`src/rtl/bwd_prop_out_if.sv`:
```
// Handshake and data bundle between the DQN controller and the
// backward-propagation engine.
interface bwd_prop_out_if #(
  parameter int NH = 5,
  parameter int NO = 4
);
  logic                   start;
  logic [$clog2(NO)-1:0]  action;
  logic [15:0]            target;
  logic [15:0]            lr;
  logic [16*NO-1:0]       a3_flat;
  logic [16*NH-1:0]       a2_flat;
  logic [16*NH*NO-1:0]    w3_flat;
  logic [16*NH*NO-1:0]    deltaw3_flat;
  logic [16*NO-1:0]       deltab3_flat;
  logic [16*NH-1:0]       deltab2_flat;
  logic                   busy;
  logic                   done;

  modport master (
    output start, action, target, lr,
    output a3_flat, a2_flat, w3_flat,
    input  deltaw3_flat, deltab3_flat,
    input  deltab2_flat, busy, done
  );

  modport slave (
    input  start, action, target, lr,
    input  a3_flat, a2_flat, w3_flat,
    output deltaw3_flat, deltab3_flat,
    output deltab2_flat, busy, done
  );
endinterface

```
`src/rtl/bwd_prop_out.sv`:
```
// Backward pass for the DQN output layer: TD error, scaled delta,
// then a serial loop over hidden neurons producing w3/b3/b2 deltas.
module bwd_prop_out #(
  parameter int NH   = 5,
  parameter int NO   = 4,
  parameter int FRAC = 10
) (
  input  logic clk,
  input  logic rst,
  bwd_prop_out_if.slave bus
);

  localparam int AW = $clog2(NO);
  localparam int IW = $clog2(NH);

  typedef enum logic [2:0] {
    S_IDLE,
    S_ERR,
    S_SCALE,
    S_LOOP,
    S_DONE
  } state_t;

  state_t r_state;
  state_t w_next;

  logic        [AW-1:0] r_action;
  logic signed [15:0]   r_target;
  logic signed [15:0]   r_lr;
  logic signed [15:0]   r_a3;
  logic signed [15:0]   r_err;
  logic signed [15:0]   r_delta;
  logic        [IW-1:0] r_idx;
  logic signed [15:0]   r_a2  [NH];
  logic signed [15:0]   r_w3c [NH];
  logic signed [15:0]   r_dw3 [NH][NO];
  logic signed [15:0]   r_db3 [NO];
  logic signed [15:0]   r_db2 [NH];

  logic                 w_accept;
  logic signed [15:0]   w_a3sel;
  logic signed [15:0]   w_w3c [NH];
  logic signed [16:0]   w_diff;
  logic signed [15:0]   w_err;
  logic signed [15:0]   w_a2i;
  logic signed [15:0]   w_w3i;
  logic signed [15:0]   w_ma;
  logic signed [15:0]   w_mb;
  logic signed [31:0]   w_p1;
  logic signed [31:0]   w_p2;
  logic signed [15:0]   w_s1;
  logic signed [15:0]   w_s2;

  function automatic logic signed [15:0] f_sat(
    input logic signed [31:0] p
  );
    logic signed [31:0] s;
    s = p >>> FRAC;
    if ((&s[31:15]) || !(|s[31:15]))
      return s[15:0];
    return p[31] ? 16'sh8000 : 16'sh7fff;
  endfunction

  // DONE also accepts start so passes can run back to back.
  assign w_accept = bus.start &&
    ((r_state == S_IDLE) || (r_state == S_DONE));

  assign w_a3sel = bus.a3_flat[16*bus.action +: 16];

  always_comb begin
    for (int i = 0; i < NH; i++)
      w_w3c[i] = bus.w3_flat[16*(NO*i + int'(bus.action)) +: 16];
  end

  assign w_diff = {r_target[15], r_target} - {r_a3[15], r_a3};

  always_comb begin
    w_err = w_diff[15:0];
    if (w_diff[16] != w_diff[15])
      w_err = w_diff[16] ? 16'sh8000 : 16'sh7fff;
  end

  always_comb begin
    w_a2i = '0;
    w_w3i = '0;
    for (int i = 0; i < NH; i++) begin
      if (r_idx == IW'(i)) begin
        w_a2i = r_a2[i];
        w_w3i = r_w3c[i];
      end
    end
  end

  // Multiplier 1 is shared between the lr scaling and the w3 deltas.
  assign w_ma = (r_state == S_SCALE) ? r_err : r_delta;
  assign w_mb = (r_state == S_SCALE) ? r_lr  : w_a2i;
  assign w_p1 = w_ma * w_mb;
  assign w_p2 = w_w3i * r_delta;
  assign w_s1 = f_sat(w_p1);
  assign w_s2 = f_sat(w_p2);

  always_ff @(posedge clk) begin
    if (rst) r_state <= S_IDLE;
    else     r_state <= w_next;
  end

  always_comb begin
    w_next = r_state;
    unique case (r_state)
      S_IDLE:  if (w_accept) w_next = S_ERR;
      S_ERR:   w_next = S_SCALE;
      S_SCALE: w_next = S_LOOP;
      S_LOOP:  if (r_idx == IW'(NH-1)) w_next = S_DONE;
      S_DONE:  w_next = w_accept ? S_ERR : S_IDLE;
      default: w_next = S_IDLE;
    endcase
  end

  always_ff @(posedge clk) begin
    if (rst) begin
      r_action <= '0;
      r_target <= '0;
      r_lr     <= '0;
      r_a3     <= '0;
      r_err    <= '0;
      r_delta  <= '0;
      r_idx    <= '0;
      for (int i = 0; i < NH; i++) begin
        r_a2[i]  <= '0;
        r_w3c[i] <= '0;
        r_db2[i] <= '0;
        for (int j = 0; j < NO; j++)
          r_dw3[i][j] <= '0;
      end
      for (int j = 0; j < NO; j++)
        r_db3[j] <= '0;
    end else if (w_accept) begin
      r_action <= bus.action;
      r_target <= bus.target;
      r_lr     <= bus.lr;
      r_a3     <= w_a3sel;
      r_idx    <= '0;
      for (int i = 0; i < NH; i++) begin
        r_a2[i]  <= bus.a2_flat[16*i +: 16];
        r_w3c[i] <= w_w3c[i];
        r_db2[i] <= '0;
        for (int j = 0; j < NO; j++)
          r_dw3[i][j] <= '0;
      end
      for (int j = 0; j < NO; j++)
        r_db3[j] <= '0;
    end else begin
      unique case (r_state)
        S_ERR: r_err <= w_err;
        S_SCALE: begin
          r_delta         <= w_s1;
          r_db3[r_action] <= w_s1;
          r_idx           <= '0;
        end
        S_LOOP: begin
          for (int i = 0; i < NH; i++) begin
            if (r_idx == IW'(i)) begin
              r_dw3[i][r_action] <= w_s1;
              // ReLU derivative: a2 of zero is inactive.
              r_db2[i] <= (r_a2[i] > 16'sd0) ? w_s2 : 16'sd0;
            end
          end
          r_idx <= r_idx + 1'b1;
        end
        default: ;
      endcase
    end
  end

  always_comb begin
    bus.deltaw3_flat = '0;
    bus.deltab3_flat = '0;
    bus.deltab2_flat = '0;
    for (int i = 0; i < NH; i++) begin
      bus.deltab2_flat[16*i +: 16] = r_db2[i];
      for (int j = 0; j < NO; j++)
        bus.deltaw3_flat[16*(NO*i+j) +: 16] = r_dw3[i][j];
    end
    for (int j = 0; j < NO; j++)
      bus.deltab3_flat[16*j +: 16] = r_db3[j];
  end

  assign bus.busy = (r_state != S_IDLE);
  assign bus.done = (r_state == S_DONE);

endmodule

```
`src/flat_wrapper.sv`:
```
// flat-port wrapper written by rule: the top's interface ports become plain ports
module bwd_prop_out_flat 
#(
  parameter int NH   = 5,
  parameter int NO   = 4,
  parameter int FRAC = 10
)
  (clk, rst, bus_start, bus_action, bus_target, bus_lr, bus_a3_flat, bus_a2_flat, bus_w3_flat, bus_deltaw3_flat, bus_deltab3_flat, bus_deltab2_flat, bus_busy, bus_done);
  bwd_prop_out_if #(.NH(NH), .NO(NO)) bus_i ();
  input  logic clk;
  input  logic rst;
  input wire logic [$bits(bus_i.start)-1:0] bus_start;
  input wire logic [$bits(bus_i.action)-1:0] bus_action;
  input wire logic [$bits(bus_i.target)-1:0] bus_target;
  input wire logic [$bits(bus_i.lr)-1:0] bus_lr;
  input wire logic [$bits(bus_i.a3_flat)-1:0] bus_a3_flat;
  input wire logic [$bits(bus_i.a2_flat)-1:0] bus_a2_flat;
  input wire logic [$bits(bus_i.w3_flat)-1:0] bus_w3_flat;
  output wire logic [$bits(bus_i.deltaw3_flat)-1:0] bus_deltaw3_flat;
  output wire logic [$bits(bus_i.deltab3_flat)-1:0] bus_deltab3_flat;
  output wire logic [$bits(bus_i.deltab2_flat)-1:0] bus_deltab2_flat;
  output wire logic [$bits(bus_i.busy)-1:0] bus_busy;
  output wire logic [$bits(bus_i.done)-1:0] bus_done;
  assign bus_i.start = bus_start;
  assign bus_i.action = bus_action;
  assign bus_i.target = bus_target;
  assign bus_i.lr = bus_lr;
  assign bus_i.a3_flat = bus_a3_flat;
  assign bus_i.a2_flat = bus_a2_flat;
  assign bus_i.w3_flat = bus_w3_flat;
  assign bus_deltaw3_flat = bus_i.deltaw3_flat;
  assign bus_deltab3_flat = bus_i.deltab3_flat;
  assign bus_deltab2_flat = bus_i.deltab2_flat;
  assign bus_busy = bus_i.busy;
  assign bus_done = bus_i.done;
  bwd_prop_out #(.NH(NH), .NO(NO), .FRAC(FRAC)) u_core (.clk(clk), .rst(rst), .bus(bus_i));
endmodule
```
`config.mk`:
```
export PLATFORM = sky130hd
export DESIGN_NAME = bwd_prop_out_flat
export DESIGN_NICKNAME = d
export VERILOG_FILES = /design/src/rtl/bwd_prop_out_if.sv /design/src/rtl/bwd_prop_out.sv /design/src/flat_wrapper.sv
export SDC_FILE = /design/constraint.sdc
export NUM_CORES = 2
export LEC_CHECK = 0
export BUFFER_PORTS_ARGS = -buffer_cell sky130_fd_sc_hd__buf_2
export CAP_MARGIN = 20
export CORE_AREA = 10 10 372 374
export DETAILED_ROUTE_END_ITERATION = 6
export DIE_AREA = 0 0 382 384
export PLACE_DENSITY = 0.69
export SLEW_MARGIN = 20
export SYNTH_ARGS = -nofsm -noshare
export SYNTH_HDL_FRONTEND = slang
export SYNTH_SLANG_ARGS = --single-unit
export TNS_END_PERCENT = 5
```
`constraint.sdc`:
```
create_clock -name clk -period 20.9 [get_ports clk]
set_input_delay 3.135 -clock clk [delete_from_list [all_inputs] [get_ports clk]]
set_output_delay 3.135 -clock clk [all_outputs]
set_load 0.1 [all_outputs]
```
## After elaboration in Yosys (flattened, before gate mapping)

Memory sizes are Yosys's and may differ from the RTL's.
Index checks and enable logic that the tools add are counted.

- Bits in registers: 88
- Bits in writable memories: 624
- Input port bits: 501
- Output and inout port bits: 466
- Memories kept: 5

Memory list:

| memory | depth | bits a word | read ports | clocked after Yosys merged registers in | wr ports | RTL line | RTL |
|---|---|---|---|---|---|---|---|
| u_core.r_dw3 | 5 | 64 | 5 | 0 | 5 | bwd_prop_out.sv:36 | `logic signed [15:0] r_dw3 [NH][NO];` |
| u_core.r_a2 | 5 | 16 | 5 | 0 | 5 | bwd_prop_out.sv:34 | `logic signed [15:0] r_a2 [NH];` |
| u_core.r_db2 | 5 | 16 | 5 | 0 | 5 | bwd_prop_out.sv:38 | `logic signed [15:0] r_db2 [NH];` |
| u_core.r_w3c | 5 | 16 | 5 | 0 | 5 | bwd_prop_out.sv:35 | `logic signed [15:0] r_w3c [NH];` |
| u_core.r_db3 | 4 | 16 | 4 | 0 | 4 | bwd_prop_out.sv:37 | `logic signed [15:0] r_db3 [NO];` |

- $add $sub $neg: 6
- Multipliers: 2
- $lt $le $gt $ge: 7
- Equal/unequal tests: 11
- Shifts and indexed selects: 6
- Multiplexer cells: 440
- Bitwise logic cells: 366
- Reductions and logical operators: 20

Operators by type and width:

| cell | number |
|---|---|
| $shiftx 320x32->16 | 4 |
| $mux 16 | 71 |
| $or 1x1->1 | 364 |
| $mux 1 | 358 |
| $mux 64 | 5 |
| $shiftx 320x7->16 | 1 |
| $gt 16x1->1 const B | 5 |
| $mul 16x16->32 | 2 |
| $shiftx 64x7->16 | 1 |
| $demux 16 s2 | 1 |
| $sub 16x16->17 | 1 |
| $reduce_or 16->1 | 1 |
| $pmux 3 s5 | 1 |
| $reduce_and 7->1 | 2 |
| $reduce_or 7->1 | 2 |
| $eq 3x2->1 const B | 4 |
| $add 4x2->5 const A | 2 |
| $add 5x2->6 const A | 1 |
| $eq 3x1->1 const B | 2 |
| $eq 3x3->1 const B | 2 |
| $logic_not 3->1 | 2 |
| $mux 3 | 2 |
| $pmux 3 s2 | 1 |
| $reduce_and 2->1 | 3 |
| 15 further kinds | 20 |

## Depth between registers and ports, before layout

- Word-level depth: 14
- Gate-level depth with buffers: 37
- Gate-level depth less buffers: 33

## Least setup slack after synthesis

No wires, ideal clock.

- Kind: register -> register
- Start point: register u_core.r_idx[0]
- End point: memory u_core.r_db2[3][0] (netlist: u_core.r_db2[0][48]), data pin
- Setup time: 180 ps
- Data arrival time: 9057 ps
- Required time: 20720 ps
- Slack: 11663 ps
- Stages on the path, launching flop included: 35
- Cell sequence: dfxtp_1 > inv_1 > ha_1 > buf_2 > nand2_1 > nor2_1 > clkbuf_1 > a221oi_1 > nor3_1 > a21oi_1 > o21ai_0 > clkbuf_1 > nand2_1 > fa_1 > inv_1 > fa_1 > fa_1 > inv_1 > fa_1 > inv_1 > fa_1 > fa_1 > ha_1 > a21o_1 > a221o_1 > a221o_1 > o21a_1 > a22oi_1 > a31oi_1 > or4_1 > a211oi_1 > nor2_1 > clkbuf_1 > clkbuf_1 > a221oi_1

RTL lines:

| item | RTL line | RTL |
|---|---|---|
| start, declared | bwd_prop_out.sv:33 | `logic [IW-1:0] r_idx;` |
| start signal, assigned | bwd_prop_out.sv:168 | `r_idx <= r_idx + 1'b1;` |
| end, declared | bwd_prop_out.sv:38 |  |

==> impl_metrics.env <==
export IMPL_outcome="complete, no violations"
export IMPL_cp_arrival_ns=11.43
export IMPL_swShare_pct=49.7
export IMPL_num_io_pins=967
export IMPL_post_route_cells_drive_above_1_share_pct=24.3
export IMPL_cts_sinks=712
export IMPL_power_internal_mw=3.31
export IMPL_timing_final_crit_share_pct=53.0
export IMPL_worst_path_max_fanout=64
export IMPL_clock_insertion_delay_worst_skew_ns=0.71
export IMPL_synth_net_count=5874
export IMPL_port_buffers=966
export IMPL_yosys_warnings=0
export IMPL_synth_flop_cell="sky130_fd_sc_hd__edfxtp_1"
export IMPL_post_synth_top_area_fraction_pct=36.6
export IMPL_design_final_nets=6711
export IMPL_cts_root_buf="sky130_fd_sc_hd__clkbuf_16"
export IMPL_power_combinational_fraction_pct=52.2
export IMPL_rows=133
export IMPL_power_clock_fraction_pct=21.0
export IMPL_cts_clk_slew_worst_paths_ns=0.06
export IMPL_chipWidth_um=382
export IMPL_worst_setup_path_start_kind="flop"
export IMPL_drc_errors=0
export IMPL_wire_per_inst_um=27.8
export IMPL_tns_ns=0
export IMPL_track_usage_pct=27.1
export IMPL_cts_tree="yes"
export IMPL_synth_area_mm2=0.0512
export IMPL_worst_clock_skew_ns=0.0759
export IMPL_final_routed_wirelength_um=205000
export IMPL_gr_total_overflow=0
export IMPL_cts_setup_buffers=0
export IMPL_fp_coreArea_mm2=0.131
export IMPL_power_per_cell_area_mw_per_mm2=108
export IMPL_antenna_violating_nets_post_route=0
export IMPL_period_needed_ns=11.08
export IMPL_antenna_found_initial=73
export IMPL_die_height_um=384
export IMPL_final_max_slew_violation_count=0
export IMPL_final_hold_vios=0
export IMPL_hold_path_class="reg2reg"
export IMPL_cp_most_frequent_cell="sky130_fd_sc_hd__fa_1"
export IMPL_cts_max_level=3
export IMPL_cp_slowest_stage_delay_ns=0.88
export IMPL_areaGrowthSynthToFinish_pct=18.8
export IMPL_place_detailed_hpwl_um=165000
export IMPL_grt_start_max_net_pins=141
export IMPL_leading_post_synthesis_cells_by_cell_area="sky130_fd_sc_hd__edfxtp_1 (37%), sky130_fd_sc_hd__fa_1 (20%), sky130_fd_sc_hd__inv_1 (4.5%)"
export IMPL_critical_path_slowest_stage_cell="sky130_fd_sc_hd__a21oi_1"
export IMPL_detailedRoute_firstPassIterationCount=7
export IMPL_ir_drop_mv=0.106
export IMPL_post_synth_num_cell_types=75
export IMPL_slew_limit_headroom_pct=18.7
export IMPL_seq_area_frac_synth_pct=40.0
export IMPL_category_of_the_worst_setup_path_capture_point="flop"
export IMPL_synth_async_reset_ratio_pct=0
export IMPL_grt_first_pass_wirelength_um=292000
export IMPL_floorplan_initialDensity_pct=39.2
export IMPL_floorplan_die_area_mm2=0.147
export IMPL_synth_ff_latch_count=712
export IMPL_synth_area_per_cell_um2=11.0
export IMPL_total_power_mw=6.57
export IMPL_timing_setup_critical_path_class="reg2reg"
export IMPL_power_leakage_nw=27.4
export IMPL_drv_cap=0
export IMPL_power_share_sequential_pct=26.7
export IMPL_synth_largest_area_cell="sky130_fd_sc_hd__edfxtp_1"
export IMPL_cts_path_max_buffers=3
export IMPL_cts_repair_resized=0
export IMPL_rsz0062_at_grt="false"
export IMPL_dr_first_iter_drc_count=4182
export IMPL_final_util_pct=46.5
export IMPL_net_switching_power_of_the_design_mw=3.26
export IMPL_cts_inserted_buffers=77
export IMPL_synth_cells=4671
export IMPL_report_final_setup_viol=0
export IMPL_number_of_global_route_vias_before_repair=41300
export IMPL_avgViaCountPerCell=5.48
export IMPL_max_freq_mhz=90.3
export IMPL_dr_total_vias=40400
export IMPL_cts_hold_buffers_added=0
export IMPL_worstPathRequired_ns=21.25
export IMPL_worst_slew_pin_transition_ns=1.22
export IMPL_number_of_flops_mapped_to_enable_cells_by_yosys=624
export IMPL_gp_congestion=0.995
==> area by class of cell <==
class	count	area, µm²
diodes	50	125
clock buffers	95	2040
clock inverters	47	523
fillers	12200	69900
inverters	619	2330
multi-input cells	3040	27600
flip-flops and latches	712	20500
well taps	1755	2200
repair buffers	1058	5570
==> placed cells by master (no fill, tap or decap), types with 16 or more instances in the layout <==
cell type and count:
sky130_fd_sc_hd__a21o_1 17, sky130_fd_sc_hd__nand2b_1 21, sky130_fd_sc_hd__a211oi_1 71, sky130_fd_sc_hd__buf_2 965, sky130_fd_sc_hd__o21ai_0 52, sky130_fd_sc_hd__inv_1 618
sky130_fd_sc_hd__nand2_1 558, sky130_fd_sc_hd__ha_1 178, sky130_fd_sc_hd__nor2b_1 25, sky130_fd_sc_hd__buf_4 88, sky130_fd_sc_hd__nor3b_1 38, sky130_fd_sc_hd__diode_2 50
sky130_fd_sc_hd__a21oi_1 232, sky130_fd_sc_hd__a22o_1 34, sky130_fd_sc_hd__fa_1 523, sky130_fd_sc_hd__nor2_1 376, sky130_fd_sc_hd__mux4_2 96, sky130_fd_sc_hd__dfxtp_1 88
sky130_fd_sc_hd__edfxtp_1 624, sky130_fd_sc_hd__and2_1 256, sky130_fd_sc_hd__nor3_1 68, sky130_fd_sc_hd__a221oi_1 88, sky130_fd_sc_hd__nand3_1 26, sky130_fd_sc_hd__o211ai_1 23
sky130_fd_sc_hd__mux2i_1 16, sky130_fd_sc_hd__or2_2 16, sky130_fd_sc_hd__xnor2_1 35, sky130_fd_sc_hd__xor2_1 26, sky130_fd_sc_hd__nor4_1 17, sky130_fd_sc_hd__clkbuf_16 78
==> critical path, delay by kind of cell, from the launching register on <==
family          cells  cell delay, ns
compound gates     12            4.11
fa+ha+maj           8            3.46
simple gates        4            1.63
buf+inv             6            1.18
flops               1            0.34
==> metal layers <==
layer | vias to the layer above | track usage (%) | share of wire, %
li1 | 17500 | - | -
met1 | 19900 | 32.9 | 37
met3 | 456 | 7.69 | 10
met4 | 42 | 12.1 | 5.3
met2 | 2478 | 44.7 | 47
met5 | - | 0 | 0.13
==> power by group through the flow <==
| stage | Sequential [mW] | Combinational (mW) | Clock [mW] |
|---|---|---|---|
| global route | 1.76 | 3.68 | 1.45 |
| finish | 1.75 | 3.43 | 1.38 |
| global placement | 1.78 | 3.31 | 0 |
| detailed placement | 1.78 | 3.39 | 0 |
| floorplan | 2.27 | 1.78 | 0 |
| CTS | 1.75 | 3.39 | 1.40 |
==> metrics by stage <==
step	hold slack, ns	worst slack, ns	cell area [µm²]	std cells
finish	0.482	9.82	60900	7376
global route	0.503	9.41	60800	7356
CTS	0.483	9.98	60700	7323
detailed placement	0.467	9.99	58100	7181
global placement	0.464	10.07	58100	7179
floorplan	0.449	11.66	51200	4671
==> flip-flops by register name, indices dropped and copies added, names as in the netlist <==
register,flops
u_core.r_a2,80
u_core.r_a3,16
u_core.r_action,2
u_core.r_db2,80
u_core.r_db3,64
u_core.r_delta,16
u_core.r_dw3,320
u_core.r_err,16
u_core.r_idx,3
u_core.r_lr,16
u_core.r_state,3
u_core.r_target,16
u_core.r_w3c,80
==> final timing paths <==
path                                      from                          endpoint  slack (ns)  cells past startpoint
hold / removal    u_core.r_a3[13]$_SDFFE_PP0P_      u_core.r_a3[13]$_SDFFE_PP0P_        0.48                      2
hold reg to reg   u_core.r_a3[13]$_SDFFE_PP0P_      u_core.r_a3[13]$_SDFFE_PP0P_        0.48                      2
setup / recovery  u_core.r_idx[0]$_SDFFE_PP0P_  u_core.r_db2[0][3]$_SDFFCE_PP0P_        9.82                     30
setup reg to reg  u_core.r_idx[0]$_SDFFE_PP0P_  u_core.r_db2[0][3]$_SDFFCE_PP0P_        9.82                     30
==> synth_stat cells, types with 28 or more instances <==
library cell,n
sky130_fd_sc_hd__a221oi_1,88
sky130_fd_sc_hd__nand2_1,558
sky130_fd_sc_hd__a22o_1,34
sky130_fd_sc_hd__fa_1,523
sky130_fd_sc_hd__o21ai_0,66
sky130_fd_sc_hd__nor3_1,70
sky130_fd_sc_hd__a211oi_1,71
sky130_fd_sc_hd__ha_1,179
sky130_fd_sc_hd__and2_1,255
sky130_fd_sc_hd__xnor2_1,38
sky130_fd_sc_hd__nor3b_1,39
sky130_fd_sc_hd__a21oi_1,233
sky130_fd_sc_hd__buf_2,32
sky130_fd_sc_hd__inv_1,619
sky130_fd_sc_hd__dfxtp_1,88
sky130_fd_sc_hd__edfxtp_1,624
sky130_fd_sc_hd__xor2_1,28
sky130_fd_sc_hd__clkbuf_1,247
sky130_fd_sc_hd__nor2_1,383
sky130_fd_sc_hd__mux4_2,96
==> cells by family (layout without fill, tap and decap cells) <==
group	count (synthesis)	after routing	synth area share [%]
XOR/XNOR	66	66	1.13
AO/OA/AOI/OAI	680	680	9.19
other	0	50	0
AND/OR/NAND/NOR	1464	1464	13.2
multiplexers	113	113	4.58
flip-flops	712	712	40.0
buffers and inverters	919	1819	6.81
adder cells (fa/ha/maj)	717	717	25.1
Note: power is estimated with default switching activity, not from simulation.
